`config.mk`:
```
export PLATFORM = sky130hd
export DESIGN_NAME = nes_kv260
export DESIGN_NICKNAME = d
export VERILOG_FILES = /design/src/rtl/nes_kv260.sv
export SDC_FILE = /design/constraint.sdc
export NUM_CORES = 1
export LEC_CHECK = 0
export CORE_ASPECT_RATIO = 0.5
export CORE_UTILIZATION = 59
export DETAILED_ROUTE_END_ITERATION = 8
export GPL_TIMING_DRIVEN = 0
export PLACE_DENSITY = 0.92
export SYNTH_ARGS = -nofsm -noshare
export SYNTH_HDL_FRONTEND = slang
export SYNTH_SLANG_ARGS = --single-unit
```
`constraint.sdc`:
```
create_clock -name clk -period 5.8 [get_ports clk]
set_clock_uncertainty 0.2 [all_clocks]
set_input_delay 0.58 -clock clk [delete_from_list [all_inputs] [get_ports clk]]
set_output_delay 0.58 -clock clk [all_outputs]
set_load 0.02 [all_outputs]
```
`src/rtl/nes_kv260.sv`:
```
// NES-on-KV260 raster/audio shell: clk/4 dot clock, PPU scanline/cycle counters, palette test
// pattern, square-wave audio and heartbeat LED. Optional odd-frame dot skip: NES_ODD_FRAME_SKIP_EN.
module nes_kv260 #(
    parameter int unsigned H_TOTAL    = 341,
    parameter int unsigned V_TOTAL    = 262,
    parameter int unsigned TONE_HALF  = 3157,
    parameter logic [15:0] AMPLITUDE  = 16'h2000,
    parameter int unsigned LED_FRAMES = 30
) (
    input  logic        clk,
    input  logic        rst,
    output logic        clk_ppu,
    output logic [5:0]  color,
    output logic [8:0]  scanline,
    output logic [8:0]  cycle,
    output logic [15:0] sample,
    output logic        status_led
);

    localparam int unsigned ToneW  = $clog2(TONE_HALF + 1);
    localparam int unsigned FrameW = $clog2(LED_FRAMES + 1);

    logic [1:0]        div_q, div_d;
    logic [8:0]        cycle_q, cycle_d;
    logic [8:0]        scan_q, scan_d;
    logic [5:0]        color_q, color_d;
    logic [15:0]       sample_q, sample_d;
    logic              started_q, started_d;
    logic [ToneW-1:0]  tone_q, tone_d;
    logic [FrameW-1:0] frame_q, frame_d;
    logic              parity_q, parity_d;
    logic              led_q, led_d;

    logic       dot_tick, last_line, wrap_line, wrap_frame, visible;
    logic [2:0] px_hi, py_hi;

    assign dot_tick  = (div_q == 2'd3);
    assign last_line = (scan_q == 9'(V_TOTAL - 1));

    always_comb begin
        wrap_frame = last_line && (cycle_q == 9'(H_TOTAL - 1));
`ifdef NES_ODD_FRAME_SKIP_EN
        // Odd frames drop the final dot of the last line.
        wrap_frame = wrap_frame || (last_line && parity_q && (cycle_q == 9'(H_TOTAL - 2)));
`endif
        wrap_line = (cycle_q == 9'(H_TOTAL - 1)) || wrap_frame;
    end

    always_comb begin
        div_d     = div_q + 2'd1;
        cycle_d   = cycle_q;
        scan_d    = scan_q;
        sample_d  = sample_q;
        started_d = started_q;
        tone_d    = tone_q;
        frame_d   = frame_q;
        parity_d  = parity_q;
        led_d     = led_q;

        if (dot_tick) begin
            if (wrap_line) begin
                cycle_d = 9'd0;
                scan_d  = wrap_frame ? 9'd0 : scan_q + 9'd1;
            end else begin
                cycle_d = cycle_q + 9'd1;
            end

            if (wrap_frame) begin
                parity_d = ~parity_q;
                if (frame_q == FrameW'(LED_FRAMES - 1)) begin
                    frame_d = '0;
                    led_d   = ~led_q;
                end else begin
                    frame_d = frame_q + FrameW'(1);
                end
            end

            if (!started_q) begin
                started_d = 1'b1;
                sample_d  = AMPLITUDE;
                tone_d    = '0;
            end else if (tone_q == ToneW'(TONE_HALF - 1)) begin
                tone_d   = '0;
                sample_d = 16'd0 - sample_q;
            end else begin
                tone_d = tone_q + ToneW'(1);
            end
        end
    end

    // Color is derived from the next position so it lands on the same edge as the counters.
    always_comb begin
        visible = (scan_d < 9'd240) && (cycle_d != 9'd0) && (cycle_d <= 9'd256);
        px_hi   = 3'((cycle_d - 9'd1) >> 5);
        py_hi   = 3'(scan_d >> 5);
        color_d = visible ? {py_hi, px_hi} : 6'h0F;
    end

    always_ff @(posedge clk or posedge rst) begin
        if (rst) begin
            div_q     <= 2'd0;
            cycle_q   <= 9'd0;
            scan_q    <= 9'd0;
            color_q   <= 6'h0F;
            sample_q  <= 16'h0000;
            started_q <= 1'b0;
            tone_q    <= '0;
            frame_q   <= '0;
            parity_q  <= 1'b0;
            led_q     <= 1'b0;
        end else begin
            div_q     <= div_d;
            cycle_q   <= cycle_d;
            scan_q    <= scan_d;
            color_q   <= color_d;
            sample_q  <= sample_d;
            started_q <= started_d;
            tone_q    <= tone_d;
            frame_q   <= frame_d;
            parity_q  <= parity_d;
            led_q     <= led_d;
        end
    end

    assign clk_ppu    = div_q[1];
    assign color      = color_q;
    assign scanline   = scan_q;
    assign cycle      = cycle_q;
    assign sample     = sample_q;
    assign status_led = led_q;

endmodule

```
### Word-level counts from Yosys, hierarchy flattened

Cells that the tools add are included.

* bits in registers: 61
* bits in latches: 0
* memory bits (writable): 0
* bits in read-only memories: 0
* input bits: 2
* output and inout port bits: 42
* logic and storage cells: 44
* memories kept: 0

* $add $sub $neg: 7
* multiply operators: 0
* div/mod/pow operators: 0
* $lt $le $gt $ge: 2
* equal/unequal tests: 6
* shift operators: 0
* multiplexer cells: 11
* bitwise gates (word level): 1
* reductions and logical operators: 8

Operators by type and width (count)
* 9-bit 2-to-1 mux: 5
* 16-bit 2-to-1 mux: 2
* 12-bit 2-to-1 mux: 2
* 9-bit by 1-bit adder with 9-bit output (second input constant): 2
* 9-bit equality test (second input constant): 2
* 1-bit by 16-bit subtractor with 16-bit output (first input constant): 1
* 12-bit by 1-bit adder with 12-bit output (second input constant): 1
* 12-bit equality test (second input constant): 1
* 9-bit <= comparator (second input constant): 1
* 9-bit by 8-bit less-than comparator with 1-bit output (second input constant): 1
* 9-bit nonzero test: 1
* 8-bit by 1-bit subtractor with 8-bit output (second input constant): 1
* 6-bit 2-to-1 mux: 1
* 5-bit by 1-bit adder with 5-bit output (second input constant): 1
* 5-bit equality test (second input constant): 1
* 5-bit 2-to-1 mux: 1
* 2-bit AND reduction: 2
* 1-bit logical AND: 3
* 3-bit AND reduction: 1
* 2-bit by 1-bit adder with 2-bit output (second input constant): 1
* 2-bit equality test (second input constant): 1
* 2-bit by 1-bit != test with 1-bit output (second input constant): 1
* 1-bit logical OR: 1
* 1-bit NOT: 1

### Logic depth before layout (Yosys ltp)

Gate-level depths: netlist of the first run.

* depth in word-level cells: 9
* depth in mapped cells: 10
* depth with buffers taken out: 8

### Worst setup path before layout of the first run

No wires, ideal clock.

* kind: register to register
* start point: reg scan_q[4] (netlist: scanline[4])
* end point: reg color_q[1] (netlist: color[1])
* setup time: 0.095 ns
* arrival time: 2.095 ns
* data required time: 5.505 ns
* slack: 3.410 ns
* stages on the path, launching flop included: 7
* path buffers: 0
* period minus slack after synthesis: 2.390 ns
* cells stage by stage: dfrtp_1 > or4b_4 > nor4_4 > o21ai_2 > a22o_4 > a311oi_2 > nand3_1

* longest elaborated chain between the ends: 9
* elaborated cells on any way between the ends: 16
* those cells by class: 2 x add/sub; 2 x order compare; 1 x eq/ne; 6 x mux; 5 x reduce/logical

RTL lines
* start: declaration: RTL line 25 `logic [8:0] scan_q, scan_d;`
* start signal: assignment: RTL line 114 `scan_q <= scan_d;`
* branches (longest 3 deep; another with 9-bit by 1-bit adder with 9-bit output)
* 9-bit 2-to-1 mux *: RTL line 61 `if (wrap_line) begin`
* 9-bit 2-to-1 mux *: RTL line 60 `if (dot_tick) begin`
* named net scan_d[8]: RTL line 25
* 9-bit by 8-bit less-than comparator with 1-bit output *: RTL line 93 `visible = (scan_d < 9'd240) && (cycle_d != 9'd0) && (cycle_d <= 9'd256);`
* 1-bit logical AND * (2 in series): RTL line 93
* 6-bit 2-to-1 mux *: RTL line 96 `color_d = visible ? {py_hi, px_hi} : 6'h0F;`
* named net color_d[1]: RTL line 26 `logic [5:0] color_q, color_d;`
* end signal: assignment: RTL line 115 `color_q <= color_d;`
* end: declaration: RTL line 26

Mark *: on every way through the listed nets, which the timed path passes.
A chain may end at the register's enable or synchronous reset.

### Final worst setup path of the first run

* start point: reg cycle_q[0] (netlist: cycle[0])
* end point: reg color_q[5] (netlist: color[5])

* longest elaborated chain between the ends: 9
* elaborated cells on any way between the ends: 15
* those cells by class: 1 x add/sub; 2 x order compare; 1 x eq/ne; 6 x mux; 5 x reduce/logical

RTL lines
* start: declaration: RTL line 24 `logic [8:0] cycle_q, cycle_d;`
* start signal: assignment: RTL line 113 `cycle_q <= cycle_d;`
* branches (longest 8 deep; another with 9-bit by 1-bit adder with 9-bit output)
* 6-bit 2-to-1 mux *: RTL line 96
* named net color_d[5]: RTL line 26

Marked as above.

==> run metrics, run 1 <==
average cell area after synthesis=9.68 um^2; Power Total=761 uW; DR iter-0 viols=139; number of port buffers=42; hold_buf cts=0; number of buffers created by CTS=9; Async SR Flop Fraction=1.00; tightest hold margin=253 ps; clock-pin slew on the worst setup and hold paths=70 ps; Pleak=1.68 nW; core footprint=0.00507 mm^2; Die X=106 um; Crit Path Max Fanout=7; worst reg2reg path startpoint=cycle[0]; Slew @ Worst Pin=729 ps; H-tree depth=3; maximum root-to-sink buffer count=2; postcts setup bufs=0; DRT Pass-1 Iters=4; WL/cell=15.9 um; reg2reg end=color[5]; Final min period=2780 ps; die area=0.00571 mm^2; Ant. Diodes=0; FF-to-FF setup slack=3020 ps; synth warn=0; DP Worst Slack=3140 ps; worst relative slew slack=0.508; library cells used by synthesis=48; Main synth FF type=dfrtp_1; commonest non-fill, non-tap cell in the layout=dfrtp_1; kind of critical path=reg2reg; Final nets=396; FP Rows=18; Finished Layout Cells=458; worst setup margin=3020 ps; power density cells=196 mW/mm^2; Yosys reg bits=60; number of global-route vias before repair=2,603; Ports=44; first-pass GRT wire length=11.8 mm; GR Overflow Total=0; initial antenna violation count=0; Worst EP required=5840 ps; Total GRT Usage=0.278; TritonCTS clock tree=yes; Mapped Cells=329; Hold Crit Start=div_q[0]; RSZ-0062 raised after global routing=false; Register-to-Register Path Depth=6; Post-Place Cell Area=0.00371 mm^2; die height=54.0 um; Worst Setup End Kind=register; Fin Setup TNS=0 ps; Via density=5.86; Worst Hold Depth=1; vias=2,684; Slew Limit Fails=0; fin area=0.00388 mm^2; CP Launch Type=register; CP arrival=2820 ps; final setup violation count=0; run status=finished, final reports clean; final core utilization=0.766; PostCTS Resize Cnt=0; Syn Nets=342; worst min path class=reg2reg; routed wire length=7.28 mm; EDFF count, synth=0; WHS Endpoint=div_q[0]; Post-DRT Antenna Nets=0; DRC=0; CTS root buffer=clkbuf_8; worst IR drop on VDD=0.170 mV; f_max=360 MHz; DP HPWL=5.11 mm; sequential-to-total area share from yosys stat=0.473; worst skew pair latency=350 ps; most frequent cells in the layout=dfrtp_1, clkdlybuf4s50_1, nor2_1; area of the mapped netlist=0.00318 mm^2; Final GP Congestion=0.906; placed instance count=442; Max Cap Viol=0; Initial Utilization=0.628; Sink Count=60; largest net degree at the start of global routing=47; CP Launch Point=cycle[0]; Hold Vio Cnt, Final=0; period utilization=0.479; ratio of cells with drive above 1 in the final layout=0.108; Area Growth Syn to Fin=21.9%
## cells by family after synthesis
family / after synthesis / share of synthesized area
compound gates: 56 / 0.117
simple gates: 138 / 0.233
xor+xnor: 32 / 0.0880
buf+inv: 30 / 0.0409
other cells: 1 / 0.00118
flops: 60 / 0.473
mux: 1 / 0.00354
fa+ha+maj: 11 / 0.0432
## flip-flops by register name, indices dropped and copies added, names as in the netlist
name	count
frame_q	5
tone_q	12
status_led	1
color	6
sample	15
scanline	9
div_q	2
cycle	9
started_q	1
## report_power, final
group	internal, mW	switching [mW]
sequential	0.419	0
clock	0.163	0.168
combinational	0.00249	0.00908
total	0.584	0.177
## Yosys cell counts, types with 2 or more instances
library cell   n  area share
dfrtp_1       56        0.44
nor2_1        36       0.042
nand2_1       27       0.032
o21ai_0       23       0.036
inv_1         18       0.021
nand3_1       18       0.028
xor2_1        17       0.047
xnor2_1       15       0.041
nand4_1       12       0.024
ha_1          11       0.043
nor3_1        11       0.017
a21oi_1        9       0.014
o31ai_1        9       0.021
buf_2          5      0.0079
clkbuf_1       4      0.0047
dfstp_2        4       0.033
or3_1          4      0.0079
and4bb_1       3       0.012
buf_4          3      0.0071
nor4_1         3      0.0059
o21a_1         3      0.0071
or2_2          3      0.0059
a21o_1         2      0.0047
a31oi_1        2      0.0039
and2_1         2      0.0039
and3_1         2      0.0039
and4_1         2      0.0055
nand2b_1       2      0.0039
nor2b_1        2      0.0039
o21ai_2        2      0.0055
or4_1          2      0.0047
## worst max-delay path: stages (launching register included)
cell	delay [ps]
dfrtp_1	470
inv_1	130
ha_1	370
o311ai_0	680
nand4_1	240
xnor2_1	320
and4bb_1	250
## how the worst max path moves through the flow
| stage | cells after the start | end |
|---|---|---|
| after global placement | 2 | frame_q[0] |
| after detailed placement | 9 | frame_q[4] |
| final | 6 | color[5] |
| after CTS | 9 | frame_q[4] |
| after floorplan | 6 | color[1] |
| after global routing | 9 | frame_q[4] |
## area by class of cell
type,instances,area (um^2)
Multi-Input combinational cell,239,1550
Sequential cell,60,1510
Fill cell,311,1190
Timing Repair Buffer,43,440
Clock buffer,11,141
Tap cell,70,87.6
Inverter,18,67.6
Buffer,12,62.6
Clock inverter,5,27.5
## layer usage
| layer | share of wire | vias to the layer above | global-route usage |
|---|---|---|---|
| met1 | 0.42 | 1305 | 0.310 |
| met2 | 0.50 | 91 | 0.499 |
| met5 | 0 | - | 0 |
| met4 | 0.026 | 0 | 0.127 |
| met3 | 0.051 | 24 | 0.0993 |
| li1 | - | 1264 | - |
Note: power is estimated with default switching activity, not from simulation.
==> run 2, diff against run 1 <==
- CORE_UTILIZATION: 59 -> 55
- PLACE_DENSITY: 0.92 -> 0.87
- clock period: 5.8 -> 2.9 ns (I/O delays scaled with it)
==> run 2 against run 1 <==
  * Combinational power up 96%
  * Critical path depth up 4
  * Clock power rose to 3.5 times the previous value
  * Clock-buffer cell count up 1
  * Design area up 4.4%
  * Utilization down 3.4 points
  * Critical endpoint is now frame_q[3]
==> run metrics, run 2 (synthesis results as in run 1) <==
run status=finished, final reports clean; first-pass GRT wire length=12.2 mm (+4.2%); final core utilization=0.732 (-0.0343); Max stage delay cell, worst path=dfrtp_1; FILL cells=384 (+23%); Ant. Diodes=0 (unchanged); CP Depth=10 (+4); Ports=44 (unchanged); worst skew pair latency=320 ps (-30 ps); DR iter-0 viols=126 (-9.4%); Post-Place Cell Area=0.00372 mm^2 (+0.10%); clock-pin slew on the worst setup and hold paths=50 ps (-20 ps); H-tree depth=3 (unchanged); kind of critical path=reg2reg; largest delay contributor family on the critical path=simple AND/OR/NAND/NOR gates; final setup violation count=0 (unchanged); Register-to-Register Path Depth=10 (+4); Final min period=2690 ps (-94.6 ps); max reg flops=15 (unchanged); period utilization=0.926 (+0.447); worst IR drop on VDD=0.320 mV (+88%); maximum root-to-sink buffer count=2 (unchanged); DRC=0 (unchanged); CP Launch Type=register; Power Total=2.03 mW (+170%); FP Rows=19 (+1); CTS root buffer=clkbuf_16; routed wire length=7.20 mm (-1.1%); number of global-route vias before repair=2,569 (-1.3%); Post-DRT Antenna Nets=0 (unchanged); worst min path class=in2async; clock share of power=0.575 (+0.140); worst relative slew slack=0.633 (+0.125); fin area=0.00405 mm^2 (+4.4%); Multi-input gate area=0.00155 mm^2 (unchanged); Final GP Congestion=0.868 (-4.2%); largest net degree at the start of global routing=37 (-21%); switching share of power=0.181 (-0.0510); Slew @ Worst Pin=550 ps (-179 ps); WL/cell=15.6 um (-1.8%); Worst EP required=2940 ps (-2900 ps); GR Overflow Total=0 (unchanged); Hold Vio Cnt, Final=0 (unchanged); Initial Utilization=0.575 (-0.0535); most frequent cells in the layout=dfrtp_1, clkdlybuf4s50_1, nor2_1; CP arrival=2720 ps (-100 ps); Max stage delay on crit path=450 ps (-230 ps); Max Cap Viol=0 (unchanged); die area=0.00612 mm^2 (+7.1%); Slew Limit Fails=0 (unchanged); initial antenna violation count=0 (unchanged); f_max=372 MHz (+3.5%); number of buffers created by CTS=9 (unchanged); Worst Setup End Kind=register; postcts setup bufs=0 (unchanged); number of port buffers=42 (unchanged); Int Power=1.66 mW (+180%); worst path cell trace=inv_1 > ha_1 > and4b_1 > and3_1 > clkbuf_1 > buf_2 > nand2_1 > nor3_1 > a21oi_1 > o21ai_0; Area Growth Syn to Fin=27.3%; Logic pwr share=0.011 (-0.004); vias=2,630 (-2.0%); DP HPWL=4.88 mm (-4.5%); die height=55.8 um (+3.4%); ratio of cells with drive above 1 in the final layout=0.111 (+0.00258); sequential cell fraction of total power=0.413 (-0.137); Total GRT Usage=0.266 (-0.0122); Sink Count=60 (unchanged); Via density=5.70 (-2.6%); Psw=368 uW (+110%); commonest non-fill, non-tap cell in the layout=dfrtp_1; RSZ-0062 raised after global routing=false; Final nets=396 (unchanged); Die X=110 um (+3.5%); core footprint=0.00554 mm^2 (+9.3%); TritonCTS clock tree=yes; DRT Pass-1 Iters=5 (+1); Crit Path Max Fanout=10 (+3); power density cells=501 mW/mm^2 (+160%); critical path buffer and inverter count=3 (+2); register area=0.00151 mm^2 (unchanged); Pleak=1.76 nW (+4.8%)
-- run 2: changes by cell type in the layout (fill, tap and decap cells not counted) --
cell        change
o311ai_1        +1
clkbuf_8        -7
clkinvlp_4      -1
clkbuf_1        -1
clkinv_2        -2
bufinv_16       +2
o311ai_0        -1
clkbuf_16       +9
-- run 2: final timing paths --
| kind | start | end | slack, ps |
|---|---|---|---|
| max | cycle[0] | frame_q[3] | 210 |
| min | rst | cycle[1] | 140 |
| max reg2reg | cycle[0] | frame_q[3] | 210 |
| min reg2reg | div_q[0] | div_q[0] | 240 |
| max in group asynchronous | rst | sample[15] | 1790 |
| min in group clk | div_q[0] | div_q[0] | 240 |
-- run 2: cell type report --
class / count / share of cell area
buffer: 12 / 0.0154
clock buffer: 12 / 0.0658
clock inverter: 4 / 0.0173
inverter: 18 / 0.0167
multi-input combinational: 239 / 0.382
sequential: 60 / 0.372
tap: 73 / 0.0225
timing repair buffer: 43 / 0.109
-- run 2: what timing repair did --
action                     in CTS  in global routing
gates resized for setup         0                  1
hold buffers                    0                  0
setup endpoints to repair       0                  2
-- run 2: per-stage QoR --
stage,setup WS (ps),setup TNS [ps],hold slack (ps),cells
floorplan,510,0,198,329
global placement,-29.6,-1580,209,444
detailed placement,265,0,223,445
CTS,209,0,142,461
global route,30.1,0,184,461
finish,214,0,136,461
-- run 2: per-layer routing --
metal / GRT usage / routed length (um) / vias to the layer above / part of all wire
li1: - / - / 1253 / -
met1: 0.322 / 3110 / 1291 / 0.43
met2: 0.447 / 3710 / 74 / 0.52
met3: 0.0867 / 289 / 12 / 0.040
met4: 0.0914 / 92 / 0 / 0.013
met5: 0 / 0 / - / 0
-- run 2: power groups by stage --
stage          combinational (mW)  clock, mW  sequential [mW]
5_1_grt                    0.0267       1.23            0.838
6_report                   0.0227       1.17            0.839
3_5_place_dp               0.0237          0            0.853
4_1_cts                    0.0238       1.18            0.839
2_1_floorplan              0.0143          0            0.853
3_3_place_gp               0.0195          0            0.853
-- run 2: worst register-to-register path, stage by stage, from the launching register on --
cell	delay (ps)
dfrtp_1	450
inv_1	130
ha_1	190
and4b_1	290
and3_1	170
clkbuf_1	260
buf_2	280
nand2_1	200
nor3_1	240
a21oi_1	60
o21ai_0	140
==> run 3, diff against run 2 <==
- HOLD_SLACK_MARGIN: unset -> 0.08
- PLACE_DENSITY: 0.87 -> 0.89
==> run 3 against run 2 <==
  * Fmax is 2.1% higher
  * Non-clock buffer count stayed put
  * Sequential share of layout area is 0.35 points higher
  * Global-route usage is 1.3 points lower
  * Power is 5.7% lower
  * Highest routed layer unchanged
  * Largest power group unchanged
  * Final cell count stayed put
  * Sequential power hardly changed
==> run metrics, run 3 (synthesis results as in run 1) <==
Total GRT Usage=0.252 (-0.0135); Ports=44 (unchanged); initial antenna violation count=0 (unchanged); Final nets=396 (unchanged); RSZ-0062 raised after global routing=false; die height=55.8 um (unchanged); ratio of cells with drive above 1 in the final layout=0.103 (-0.00773); run status=finished, final reports clean; FP Rows=19 (unchanged); Sink Count=60 (unchanged); Area Growth Syn to Fin=26.1%; commonest non-fill, non-tap cell in the layout=dfrtp_1; die area=0.00612 mm^2 (unchanged); Via density=5.79 (+1.4%); Post-DRT Antenna Nets=0 (unchanged); DR iter-0 viols=236 (+87%); Ant. Diodes=0 (unchanged); FF-to-FF setup slack=270 ps (+50 ps); f_max=380 MHz (+2.1%); Slew Limit Fails=0 (unchanged); number of port buffers=42 (unchanged); worst min path class=in2async; Crit Path Max Fanout=10 (unchanged); number of global-route vias before repair=2,586 (+0.66%); worst setup margin=268 ps (+54.5 ps); CTS root buffer=clkbuf_16; TritonCTS clock tree=yes; WL/cell=14.7 um (-5.8%); worst skew pair latency=320 ps (about the same); Final GP Congestion=0.873 (+0.54%); DRT Pass-1 Iters=5 (unchanged); power density cells=477 mW/mm^2 (-4.8%); Final min period=2630 ps (-54.5 ps); period utilization=0.907 (-0.0188); final setup violation count=0 (unchanged); reg2reg end=frame_q[4]; vias=2,668 (+1.4%); Pleak=1.74 nW (-1.2%); worst reg2reg path startpoint=cycle[0]; DRC=0 (unchanged); GR Overflow Total=0 (unchanged); kind of critical path=reg2reg; Hold Vio Cnt, Final=0 (unchanged); CP arrival=2630 ps (-90 ps); H-tree depth=3 (unchanged); Slew @ Worst Pin=479 ps (-71.2 ps); largest net degree at the start of global routing=42 (+14%); maximum root-to-sink buffer count=2 (unchanged); placed instance count=445 (unchanged); routed wire length=6.78 mm (-5.8%); number of buffers created by CTS=9 (unchanged); max reg flops=15 (unchanged); FILL cells=405 (+5.5%); Worst Setup End Kind=register; DP Worst Slack=263 ps (-1.07 ps); first-pass GRT wire length=11.8 mm (-3.8%); clock-pin slew on the worst setup and hold paths=50 ps (about the same); core footprint=0.00554 mm^2 (unchanged); Die X=110 um (unchanged); worst relative slew slack=0.676 (+0.0429); Finished Layout Cells=461 (unchanged); Worst EP required=2890 ps (-50 ps); tightest hold margin=86.4 ps (-49.7 ps); Max Cap Viol=0 (unchanged); CP Launch Type=register; most frequent cells in the layout=dfrtp_1, clkdlybuf4s50_1, nor2_1; Register-to-Register Path Depth=9 (-1); worst IR drop on VDD=0.346 mV (+8.2%); Initial Utilization=0.575 (unchanged); DP HPWL=4.71 mm (-3.4%)
-- run 3: cell count changes in the layout (fill, tap and decap cells not counted) --
| cell | previous run | this run |
|---|---|---|
| clkinv_2 | 2 | 1 |
| bufinv_16 | 2 | 1 |
| clkbuf_1 | 4 | 7 |
| clkbuf_8 | 3 | 2 |
-- run 3: report_power, final --
part	internal, mW	leakage [nW]	switching [mW]
Combinational	0.00494	0.809	0.0174
Sequential	0.839	0.783	0
Clock	0.709	0.147	0.343
-- run 3: layout make-up --
cell class	count	area, um^2	area share
inverters	18	67.6	0.0168
clock buffers	14	264	0.0658
plain buffers	12	62.6	0.0156
well taps	73	91.3	0.0227
multi-input cells	239	1550	0.385
flip-flops and latches	60	1510	0.375
clock inverters	2	35.0	0.00873
repair buffers	43	440	0.110
-- run 3: worst max-delay path by stage --
| stage | depth (start not counted) | start | slack, ps | endpoint |
|---|---|---|---|---|
| after global placement | 2 | rst | -10 | frame_q[3] |
| after global routing | 10 | cycle[0] | 50 | frame_q[3] |
| after detailed placement | 6 | cycle[0] | 260 | color[4] |
| after floorplan | 6 | scanline[4] | 510 | color[1] |
| final | 9 | cycle[0] | 270 | frame_q[4] |
| after CTS | 6 | cycle[1] | 160 | color[4] |
-- run 3: metal layers --
| metal | share of wire | vias up | track usage |
|---|---|---|---|
| li1 | - | 1264 | - |
| met1 | 0.44 | 1310 | 0.318 |
| met2 | 0.50 | 78 | 0.421 |
| met3 | 0.045 | 16 | 0.0831 |
| met4 | 0.014 | 0 | 0.0610 |
| met5 | 0 | - | 0 |
-- run 3: worst max-delay path, stage by stage (launching register included) --
cell and delay [ps]:
dfrtp_1 460, inv_1 120, ha_1 170, and4b_1 280, and3_1 170, clkbuf_1 230, buf_2 270, nand2_1 200
o31ai_1 290, o31ai_1 100
-- run 3: per-stage QoR --
| stage | power, mW | area (um^2) | setup TNS, ps | util |
|---|---|---|---|---|
| floorplan | 0.867 | 3180 | 0 | - |
| global placement | 0.872 | 3700 | -709 | 0.667 |
| detailed placement | 0.876 | 3720 | 0 | 0.671 |
| CTS | 1.93 | 4020 | 0 | 0.725 |
| global route | 1.97 | 4020 | 0 | 0.725 |
| finish | 1.91 | 4020 | 0 | 0.725 |
-- run 3: what timing repair did --
action	4_1_cts	5_1_grt
hold buffers	0	0
setup buffers	0	0
setup endpoints to repair	0	2
resized for setup	0	1
